### src/rtl/seq_alu.sv
// Multi-cycle unsigned ALU: single-cycle add/sub, iterative shift-add multiply and
// restoring divide/remainder, valid/ready on both sides. Divider built only with SEQ_ALU_DIV_EN.
module seq_alu #(
  parameter int WIDTH = 16
) (
  input  logic             clk,
  input  logic             rst,
  input  logic             in_valid,
  output logic             in_ready,
  input  logic [WIDTH-1:0] a,
  input  logic [WIDTH-1:0] b,
  input  logic [2:0]       op,
  output logic             out_valid,
  input  logic             out_ready,
  output logic [WIDTH-1:0] r,
  output logic             carry,
  output logic             div_zero
);
  localparam int CNT_W = $clog2(WIDTH) + 1;

`ifdef SEQ_ALU_DIV_EN
  typedef enum logic [1:0] {IDLE = 2'd0, MUL = 2'd1, DIV = 2'd2, DONE = 2'd3} state_e;
`else
  typedef enum logic [1:0] {IDLE = 2'd0, MUL = 2'd1, DONE = 2'd3} state_e;
`endif

  state_e           state_q;
  logic [WIDTH-1:0] acc_q;
  logic [WIDTH-1:0] opa_q;
  logic [WIDTH-1:0] opb_q;
  logic [WIDTH-1:0] r_q;
  logic [CNT_W-1:0] cnt_q;
  logic             in_ready_q;
  logic             out_valid_q;
  logic             carry_q;
  logic             div_zero_q;

  logic [WIDTH:0]   add_d;
  logic [WIDTH:0]   sub_d;
  logic [WIDTH-1:0] mul_acc_d;
  logic             last_iter_d;

`ifdef SEQ_ALU_DIV_EN
  logic             is_rem_q;
  logic [WIDTH:0]   div_sh_d;
  logic [WIDTH:0]   div_diff_d;
  logic [WIDTH-1:0] div_rem_d;
  logic [WIDTH-1:0] div_quo_d;
`endif

  // Datapath for the current step: add/sub on raw inputs, one multiply/divide iteration on state
  always_comb begin
    add_d       = {1'b0, a} + {1'b0, b};
    sub_d       = {1'b0, a} - {1'b0, b};
    last_iter_d = (cnt_q == CNT_W'(WIDTH - 1));
    if (opb_q[0]) begin
      mul_acc_d = acc_q + opa_q;
    end else begin
      mul_acc_d = acc_q;
    end
`ifdef SEQ_ALU_DIV_EN
    // Partial remainder in acc_q, dividend shifting out of opa_q while quotient bits shift in
    div_sh_d   = {acc_q, opa_q[WIDTH-1]};
    div_diff_d = div_sh_d - {1'b0, opb_q};
    if (!div_diff_d[WIDTH]) begin
      div_rem_d = div_diff_d[WIDTH-1:0];
      div_quo_d = {opa_q[WIDTH-2:0], 1'b1};
    end else begin
      div_rem_d = div_sh_d[WIDTH-1:0];
      div_quo_d = {opa_q[WIDTH-2:0], 1'b0};
    end
`endif
  end

  // Control FSM with registered handshake and result outputs
  always_ff @(posedge clk) begin
    if (rst) begin
      state_q     <= IDLE;
      in_ready_q  <= 1'b1;
      out_valid_q <= 1'b0;
      r_q         <= {WIDTH{1'b0}};
      carry_q     <= 1'b0;
      div_zero_q  <= 1'b0;
      cnt_q       <= {CNT_W{1'b0}};
      acc_q       <= {WIDTH{1'b0}};
      opa_q       <= {WIDTH{1'b0}};
      opb_q       <= {WIDTH{1'b0}};
`ifdef SEQ_ALU_DIV_EN
      is_rem_q    <= 1'b0;
`endif
    end else begin
      case (state_q)
        IDLE: begin
          if (in_valid && in_ready_q) begin
            in_ready_q <= 1'b0;
            carry_q    <= 1'b0;
            div_zero_q <= 1'b0;
            cnt_q      <= {CNT_W{1'b0}};
            acc_q      <= {WIDTH{1'b0}};
            opa_q      <= a;
            opb_q      <= b;
            case (op)
              3'b001: begin
                r_q         <= add_d[WIDTH-1:0];
                carry_q     <= add_d[WIDTH];
                state_q     <= DONE;
                out_valid_q <= 1'b1;
              end
              3'b010: begin
                r_q         <= sub_d[WIDTH-1:0];
                carry_q     <= sub_d[WIDTH];
                state_q     <= DONE;
                out_valid_q <= 1'b1;
              end
              3'b011: begin
                state_q <= MUL;
              end
              3'b100, 3'b101: begin
`ifdef SEQ_ALU_DIV_EN
                if (b == {WIDTH{1'b0}}) begin
                  r_q         <= op[0] ? a : {WIDTH{1'b1}};
                  div_zero_q  <= 1'b1;
                  state_q     <= DONE;
                  out_valid_q <= 1'b1;
                end else begin
                  is_rem_q <= op[0];
                  state_q  <= DIV;
                end
`else
                r_q         <= {WIDTH{1'b0}};
                state_q     <= DONE;
                out_valid_q <= 1'b1;
`endif
              end
              default: begin
                r_q         <= {WIDTH{1'b0}};
                state_q     <= DONE;
                out_valid_q <= 1'b1;
              end
            endcase
          end
        end
        MUL: begin
          acc_q <= mul_acc_d;
          opa_q <= {opa_q[WIDTH-2:0], 1'b0};
          opb_q <= {1'b0, opb_q[WIDTH-1:1]};
          cnt_q <= cnt_q + CNT_W'(1);
          if (last_iter_d) begin
            r_q         <= mul_acc_d;
            state_q     <= DONE;
            out_valid_q <= 1'b1;
          end
        end
`ifdef SEQ_ALU_DIV_EN
        DIV: begin
          acc_q <= div_rem_d;
          opa_q <= div_quo_d;
          cnt_q <= cnt_q + CNT_W'(1);
          if (last_iter_d) begin
            r_q         <= is_rem_q ? div_rem_d : div_quo_d;
            state_q     <= DONE;
            out_valid_q <= 1'b1;
          end
        end
`endif
        DONE: begin
          if (out_ready) begin
            state_q     <= IDLE;
            out_valid_q <= 1'b0;
            in_ready_q  <= 1'b1;
          end
        end
        default: begin
          state_q     <= IDLE;
          out_valid_q <= 1'b0;
          in_ready_q  <= 1'b1;
        end
      endcase
    end
  end

  assign in_ready  = in_ready_q;
  assign out_valid = out_valid_q;
  assign r         = r_q;
  assign carry     = carry_q;
  assign div_zero  = div_zero_q;

endmodule
### config.mk
export PLATFORM = sky130hd
export DESIGN_NAME = seq_alu
export DESIGN_NICKNAME = d
export VERILOG_FILES = /design/src/rtl/seq_alu.sv
export SDC_FILE = /design/constraint.sdc
export NUM_CORES = 1
export LEC_CHECK = 0
export CAP_MARGIN = 20
export CORE_MARGIN = 4
export CORE_UTILIZATION = 35
export CTS_BUF_LIST = sky130_fd_sc_hd__clkbuf_8
export CTS_CLUSTER_DIAMETER = 150
export DETAILED_ROUTE_END_ITERATION = 12
export PLACE_DENSITY = 0.63
export SYNTH_ARGS = -nofsm -noshare
export SYNTH_HDL_FRONTEND = slang
export SYNTH_SLANG_ARGS = --single-unit
export TNS_END_PERCENT = 50
### constraint.sdc
create_clock -name clk -period 3.3 [get_ports clk]
set_input_delay 0.495 -clock clk [delete_from_list [all_inputs] [get_ports clk]]
set_output_delay 0.495 -clock clk [all_outputs]
set_load 0.05 [all_outputs]
== Word-level counts from Yosys, hierarchy flattened ==
Index checks and enable logic that the tools add are counted.

* Order comparisons: 0
* Bitwise operators: 1
* Equality and inequality tests: 10
* Shift-type cells: 0
* Mux-type cells: 27
* Div/mod/pow operators: 0
* Multipliers: 0
* Reduce and logical (&&, ||, !) cells: 9
* Add/sub/neg operators: 4

{| class="wikitable"
|+ Operator list
! cell !! count
|-
| one-hot mux 16 bit (2 select lines) || 4
|-
| two-way mux 16 bit || 6
|-
| one-hot mux 16 bit (3 select lines) || 1
|-
| adder 16 x 16 -> 17 bit || 1
|-
| subtractor 16 x 16 -> 17 bit || 1
|-
| adder 16 bit || 1
|-
| one-hot mux 5 bit (2 select lines) || 1
|-
| two-way mux 2 bit || 4
|-
| != test 2 bit (second input constant) || 4
|-
| AND reduction 4 bit || 2
|-
| equality test 3 x 2 -> 1 bit (second input constant) || 2
|-
| two-way mux 1 bit || 6
|-
| one-hot mux 1 bit (3 select lines) || 2
|-
| one-hot mux 2 bit (3 select lines) || 1
|-
| AND reduction 3 bit || 2
|-
| adder 5 x 1 -> 5 bit (second input constant) || 1
|-
| equality test 5 x 4 -> 1 bit (second input constant) || 1
|-
| two-way mux 5 bit || 1
|-
| AND reduction 2 bit || 2
|-
| equality test 3 x 1 -> 1 bit (second input constant) || 1
|-
| equality test 2 x 1 -> 1 bit (second input constant) || 1
|-
| equality test 2 bit (second input constant) || 1
|-
| logical NOT 2 bit || 1
|-
| one-hot mux 1 bit (2 select lines) || 1
|-
| 3 further kinds || 3
|}

* Bits in registers: 74
* Memory bits (writable): 0
* Bits of input ports: 39
* Word-level logic and storage cells: 60
* Memories kept: 0
* ROM bits: 0
* Bits in latches: 0
* Output and inout port bits: 20

== Logic depth before layout (Yosys ltp) ==
* Depth after elaboration: 4
* Gate-level depth with buffers: 11
* Gate-level depth less buffers: 11

== Least setup slack after synthesis ==
OpenSTA, ideal clock, no wires.

* Path type: input-to-reg
* Start point: in b[2]
* End point: reg carry_q, in the netlist carry
* Slack: 0.718 ns
* Setup time: 0.091 ns
* Data arrival time: 2.491 ns
* Cell stages on the path: 10
* Buffers on the path: 0
* Data required time: 3.209 ns
* Cells stage by stage: inv_1 > ha_1 > nor2b_4 > o31a_1 > o2111a_1 > o21a_2 > a31oi_4 > o21bai_1 > a211o_1 > a311oi_1

* Cells in the longest elaborated chain, start to end: 2
* Elaborated cells on any way between the ends: 3
* Those cells by class: add/sub: 2; mux: 1

{| class="wikitable"
|+ RTL lines
! element !! RTL line !! text
|-
| from (decl) || 11 || <nowiki>input logic [WIDTH-1:0] b,</nowiki>
|-
| subtractor 16 x 16 -> 17 bit or adder 16 x 16 -> 17 bit (tied branches) || 54, 53 ||
|-
| one-hot mux 1 bit (2 select lines) (*) || 102 || <nowiki>case (op)</nowiki>
|-
| to (signal assigned) || 105 || <nowiki>carry_q <= add_d[WIDTH];</nowiki>
|-
| to (signal assigned) || 111 || <nowiki>carry_q <= sub_d[WIDTH];</nowiki>
|-
| to (decl) || 35 || <nowiki>logic carry_q;</nowiki>
|}

Mark *: on every way between the ends. The rest lies on a longest branch, timed or not.
A chain may end at the register's enable or synchronous reset.

== Worst setup path after layout ==
* Start point: in b[4]
* End point: reg r_q[11], in the netlist r[11]

* Cells in the longest elaborated chain, start to end: 4
* Elaborated cells on any way between the ends: 5
* Those cells by class: add/sub: 2; mux: 3

{| class="wikitable"
|+ RTL lines
! element !! RTL line !! text
|-
| subtractor 16 x 16 -> 17 bit or adder 16 x 16 -> 17 bit (tied branches) || 54, 53 ||
|-
| one-hot mux 16 bit (3 select lines) (*) || 102 ||
|-
| two-way mux 16 bit (*) || 94 || <nowiki>if (in_valid && in_ready_q) begin</nowiki>
|-
| one-hot mux 16 bit (2 select lines) (*) || 92 || <nowiki>case (state_q)</nowiki>
|-
| to (signal assigned) || 81 || <nowiki>r_q <= {WIDTH{1'b0}};</nowiki>
|-
| to (signal assigned) || 104 || <nowiki>r_q <= add_d[WIDTH-1:0];</nowiki>
|-
| to (signal assigned) || 110 || <nowiki>r_q <= sub_d[WIDTH-1:0];</nowiki>
|-
| to (decl) || 31 || <nowiki>logic [WIDTH-1:0] r_q;</nowiki>
|}

Mark *: on every way between the ends. The rest lies on a longest branch, timed or not. The select of a mux whose other input is x is not followed.

==> reports/metrics.csv <==
stage;metric;value;unit
grt;M1 GR Usage;25.5;%
clocking;CTS Buffer Depth;2;
placed_design;placed inst area;6650;µm²
floorplan;chip width;135;µm
grt;met2 Use GR;29.5;%
finish;post-layout util;43.3;%
grt;GRT Total Usage;18.2;%
routing;drt total wl;16500;µm
timing;skew final;0.0163;ns
setup_path;Critical Path End Type;flop;
clocking;CTS H-tree lvls;3;
power;Total Power;3.03;mW
synth;Yosys cell types;71;
grt;met3 Use GR;2.38;%
setup_path;Bufs and invs on worst path;5;
clocking;TritonCTS clock tree;yes;
outcome;status;finished, final reports clean;
synth;Post-synth top cells;nor2_1, nand2_1, dfxtp_1;
setup_path;CP top delay family;compound AO/OA/AOI/OAI gates;
finish;multi-input logic area;3820;µm²
setup_path;Reg2Reg Depth;10;
clocking;CTS resizes;0;
synth;FFs w/ async S/R, synth;0;%
power;power per standard cell area;442;nW/µm²
setup_path;CP Cell Sequence;clkdlybuf4s50_1 > inv_1 > ha_1 > inv_1 > a211oi_1 > a311oi_1 > buf_4 > o2111ai_1 > nand2_1 > xnor2_1 > a221oi_1 > buf_4 > a311oi_1;
setup_path;Worst Setup EP;r[11];
grt;vias in the first global route;5065;
synth;Mapped Avg Cell Area;7.63;µm²
grt;total grt overflow;0;
placed_design;DP Worst Slack;-0.115;ns
grt;largest net degree at the start of global routing;43;
finish;layout cells sized above 1;10.5;%
setup_path;crit-path max FO;5;
floorplan;Die Span Y;135;µm
grt;initial antenna violation count;0;
grt;first-pass GRT wire length;26800;µm
finish;post-route design area;6850;µm²
synth;Synth Net Count;832;
timing;min setup slack post-route;0.250;ns
setup_path;Critical-path top delay cell;clkdlybuf4s50_1;
synth;post-synthesis sequential area ratio;26.2;%
run;MaxCap Viol Count;0;
routing;Final ANT Viol Nets;0;
routing;DRT Pass-1 Iters;5;
floorplan;Die ar.;18200;µm²
routing;wire per inst;16.0;µm
synth;Gate Count Post-Synth;740;
clocking;CTS clk-pin slew, worst paths;0.10;ns
timing;RSZ-0062 raised after global routing;false;
floorplan;Core Area;15800;µm²
hold_path;HP Class;reg -> reg;
setup_path;critical path launch point type;input pin;
finish;final net count;905;
synth;number of flops mapped to enable cells by yosys;0;
placed_design;I/O Buffers;57;
setup_path;WS Path Type;in -> reg;
timing;FMAX;0.328;GHz
clocking;Post-CTS Hold Buffers;0;
floorplan;Top Ports;59;
timing;fin crit share;92.4;%
clocking;CTS Buf Count;9;
timing;Fin. Hold Viols;0;
floorplan;Initial Util;35.7;%
routing;DR DRC count;0;
finish;Layout area overhead;21.3;%
synth;Seq cells post-synth;74;
synth;dominant cells by area after synthesis;dfxtp_1, ha_1, nor2_1, nand2_1, a311oi_1;
setup_path;worst path required time;3.53;ns
clocking;Post-CTS Setup Bufs;0;
setup_path;Worst Setup SP;b[4];
timing;Slew @ Worst Pin;0.781;ns
power;standby leakage power;2.80;nW
setup_path;crit path DAT;3.28;ns
routing;Iter 0 DRT Violations;426;
routing;vias per cell;5.40;
finish;FILL cells;1632;
placed_design;HPWL Detailed;12700;µm
finish;diode count;0;
timing;Period minus WS final;3.05;ns
setup_path;worst r2r src;opa_q[0];
synth;Top FF cell, synth;dfxtp_1;
timing;Final Max Slew Viols;0;
synth;leading area contributor after synthesis;dfxtp_1;
timing;Final Setup Violations;0;
setup_path;Max stage delay on crit path;0.47;ns
grt;global route hottest layer;met2;
setup_path;Levels on crit path;13;
clocking;Num Clock Sinks;74;
setup_path;worst reg-to-reg setup slack;0.52;ns
placed_design;routability cong.;0.900;
timing;Slew HR;47.5;%
finish;Reg area;1480;µm²
synth;Netlist Area Pre-Place;5650;µm²
power;maximum VDD drop;222;µV
setup_path;worst r2r dst;r[12];
timing;setup total negative slack;0;ns
floorplan;num rows;46;
routing;vias;5583;
synth;Yosys warnings;0;
synth;count leader, synth;nor2_1;
clocking;CTS root buf;clkbuf_8;
clocking;Worst-Skew Late Latency;0.38;ns
synth;Yosys top cell area share;26.2;%
==> placed cells by master (no fill, tap or decap), types with 12 or more instances in the layout <==
master	count
ha_1	50
dfxtp_1	74
nand2_1	101
inv_1	34
o21ai_0	28
nor2_1	103
clkdlybuf4s50_1	56
xnor2_1	12
a311oi_1	36
a21o_1	13
buf_4	50
nor3_1	12
a21oi_1	57
a211oi_1	19
==> kinds of logic (layout without fill, tap and decap cells) <==
kind of cell | count (synthesis) | count (layout) | share of synthesized area, %
fa+ha+maj | 53 | 53 | 12.1
flops | 74 | 74 | 26.2
xor+xnor | 16 | 16 | 2.48
mux | 10 | 10 | 1.82
simple gates | 274 | 274 | 21.7
compound gates | 233 | 233 | 29.1
buf+inv | 79 | 157 | 6.38
other cells | 1 | 1 | 0.0664
==> stage by stage <==
stage | std cells | hold WS, ns
floorplan | 740 | 0.429
global placement | 1018 | 0.444
detailed placement | 1018 | 0.449
CTS | 1034 | 0.464
global route | 1034 | 0.492
finish | 1034 | 0.459
==> worst reg2reg max path: stages (launching register included) <==
cell	delay, ns
dfxtp_1	0.35
ha_1	0.23
fa_1	0.43
a211oi_1	0.36
o21a_1	0.23
o21bai_1	0.10
a21boi_0	0.28
xor2_1	0.11
a21oi_1	0.31
nor3_1	0.11
a211oi_1	0.19
==> power by group <==
part,internal (mW),switching [mW]
Clock,0.363,0.414
Combinational,0.463,0.701
Sequential,1.00,0.0916
==> worst min-delay path by stage <==
stage | end | cells after the start | start | slack, ns
2_1_floorplan | cnt_q[3] | 1 | cnt_q[3] | 0.43
3_3_place_gp | r[7] | 2 | r[7] | 0.44
3_5_place_dp | cnt_q[3] | 1 | cnt_q[3] | 0.45
4_1_cts | cnt_q[3] | 1 | cnt_q[3] | 0.46
5_1_grt | out_valid | 2 | out_valid | 0.49
6_report | r[7] | 2 | r[7] | 0.46
==> registers in the layout (all words and copies together) (netlist names) <==
register and flops:
out_valid 1, r 16, in_ready 1, acc_q 16
opa_q 16, carry 1, opb_q 16, cnt_q 5
state_q 2
==> layout make-up <==
cell class,count,share of cell area (%)
timing repair buffer,107,13.7
tap,216,3.94
inverter,34,1.86
sequential,74,21.6
multi-input combinational,587,55.8
clock inverter,7,1.22
clock buffer,9,1.81
==> per-layer routing <==
metal / routed length, µm / part of all wire, % / vias up
met4: 270 / 1.6 / 0
met3: 749 / 4.5 / 19
li1: - / - / 2829
met5: 0 / 0 / -
met2: 7620 / 46 / 137
met1: 7900 / 48 / 2598
Power figures use the tool's default switching activity.
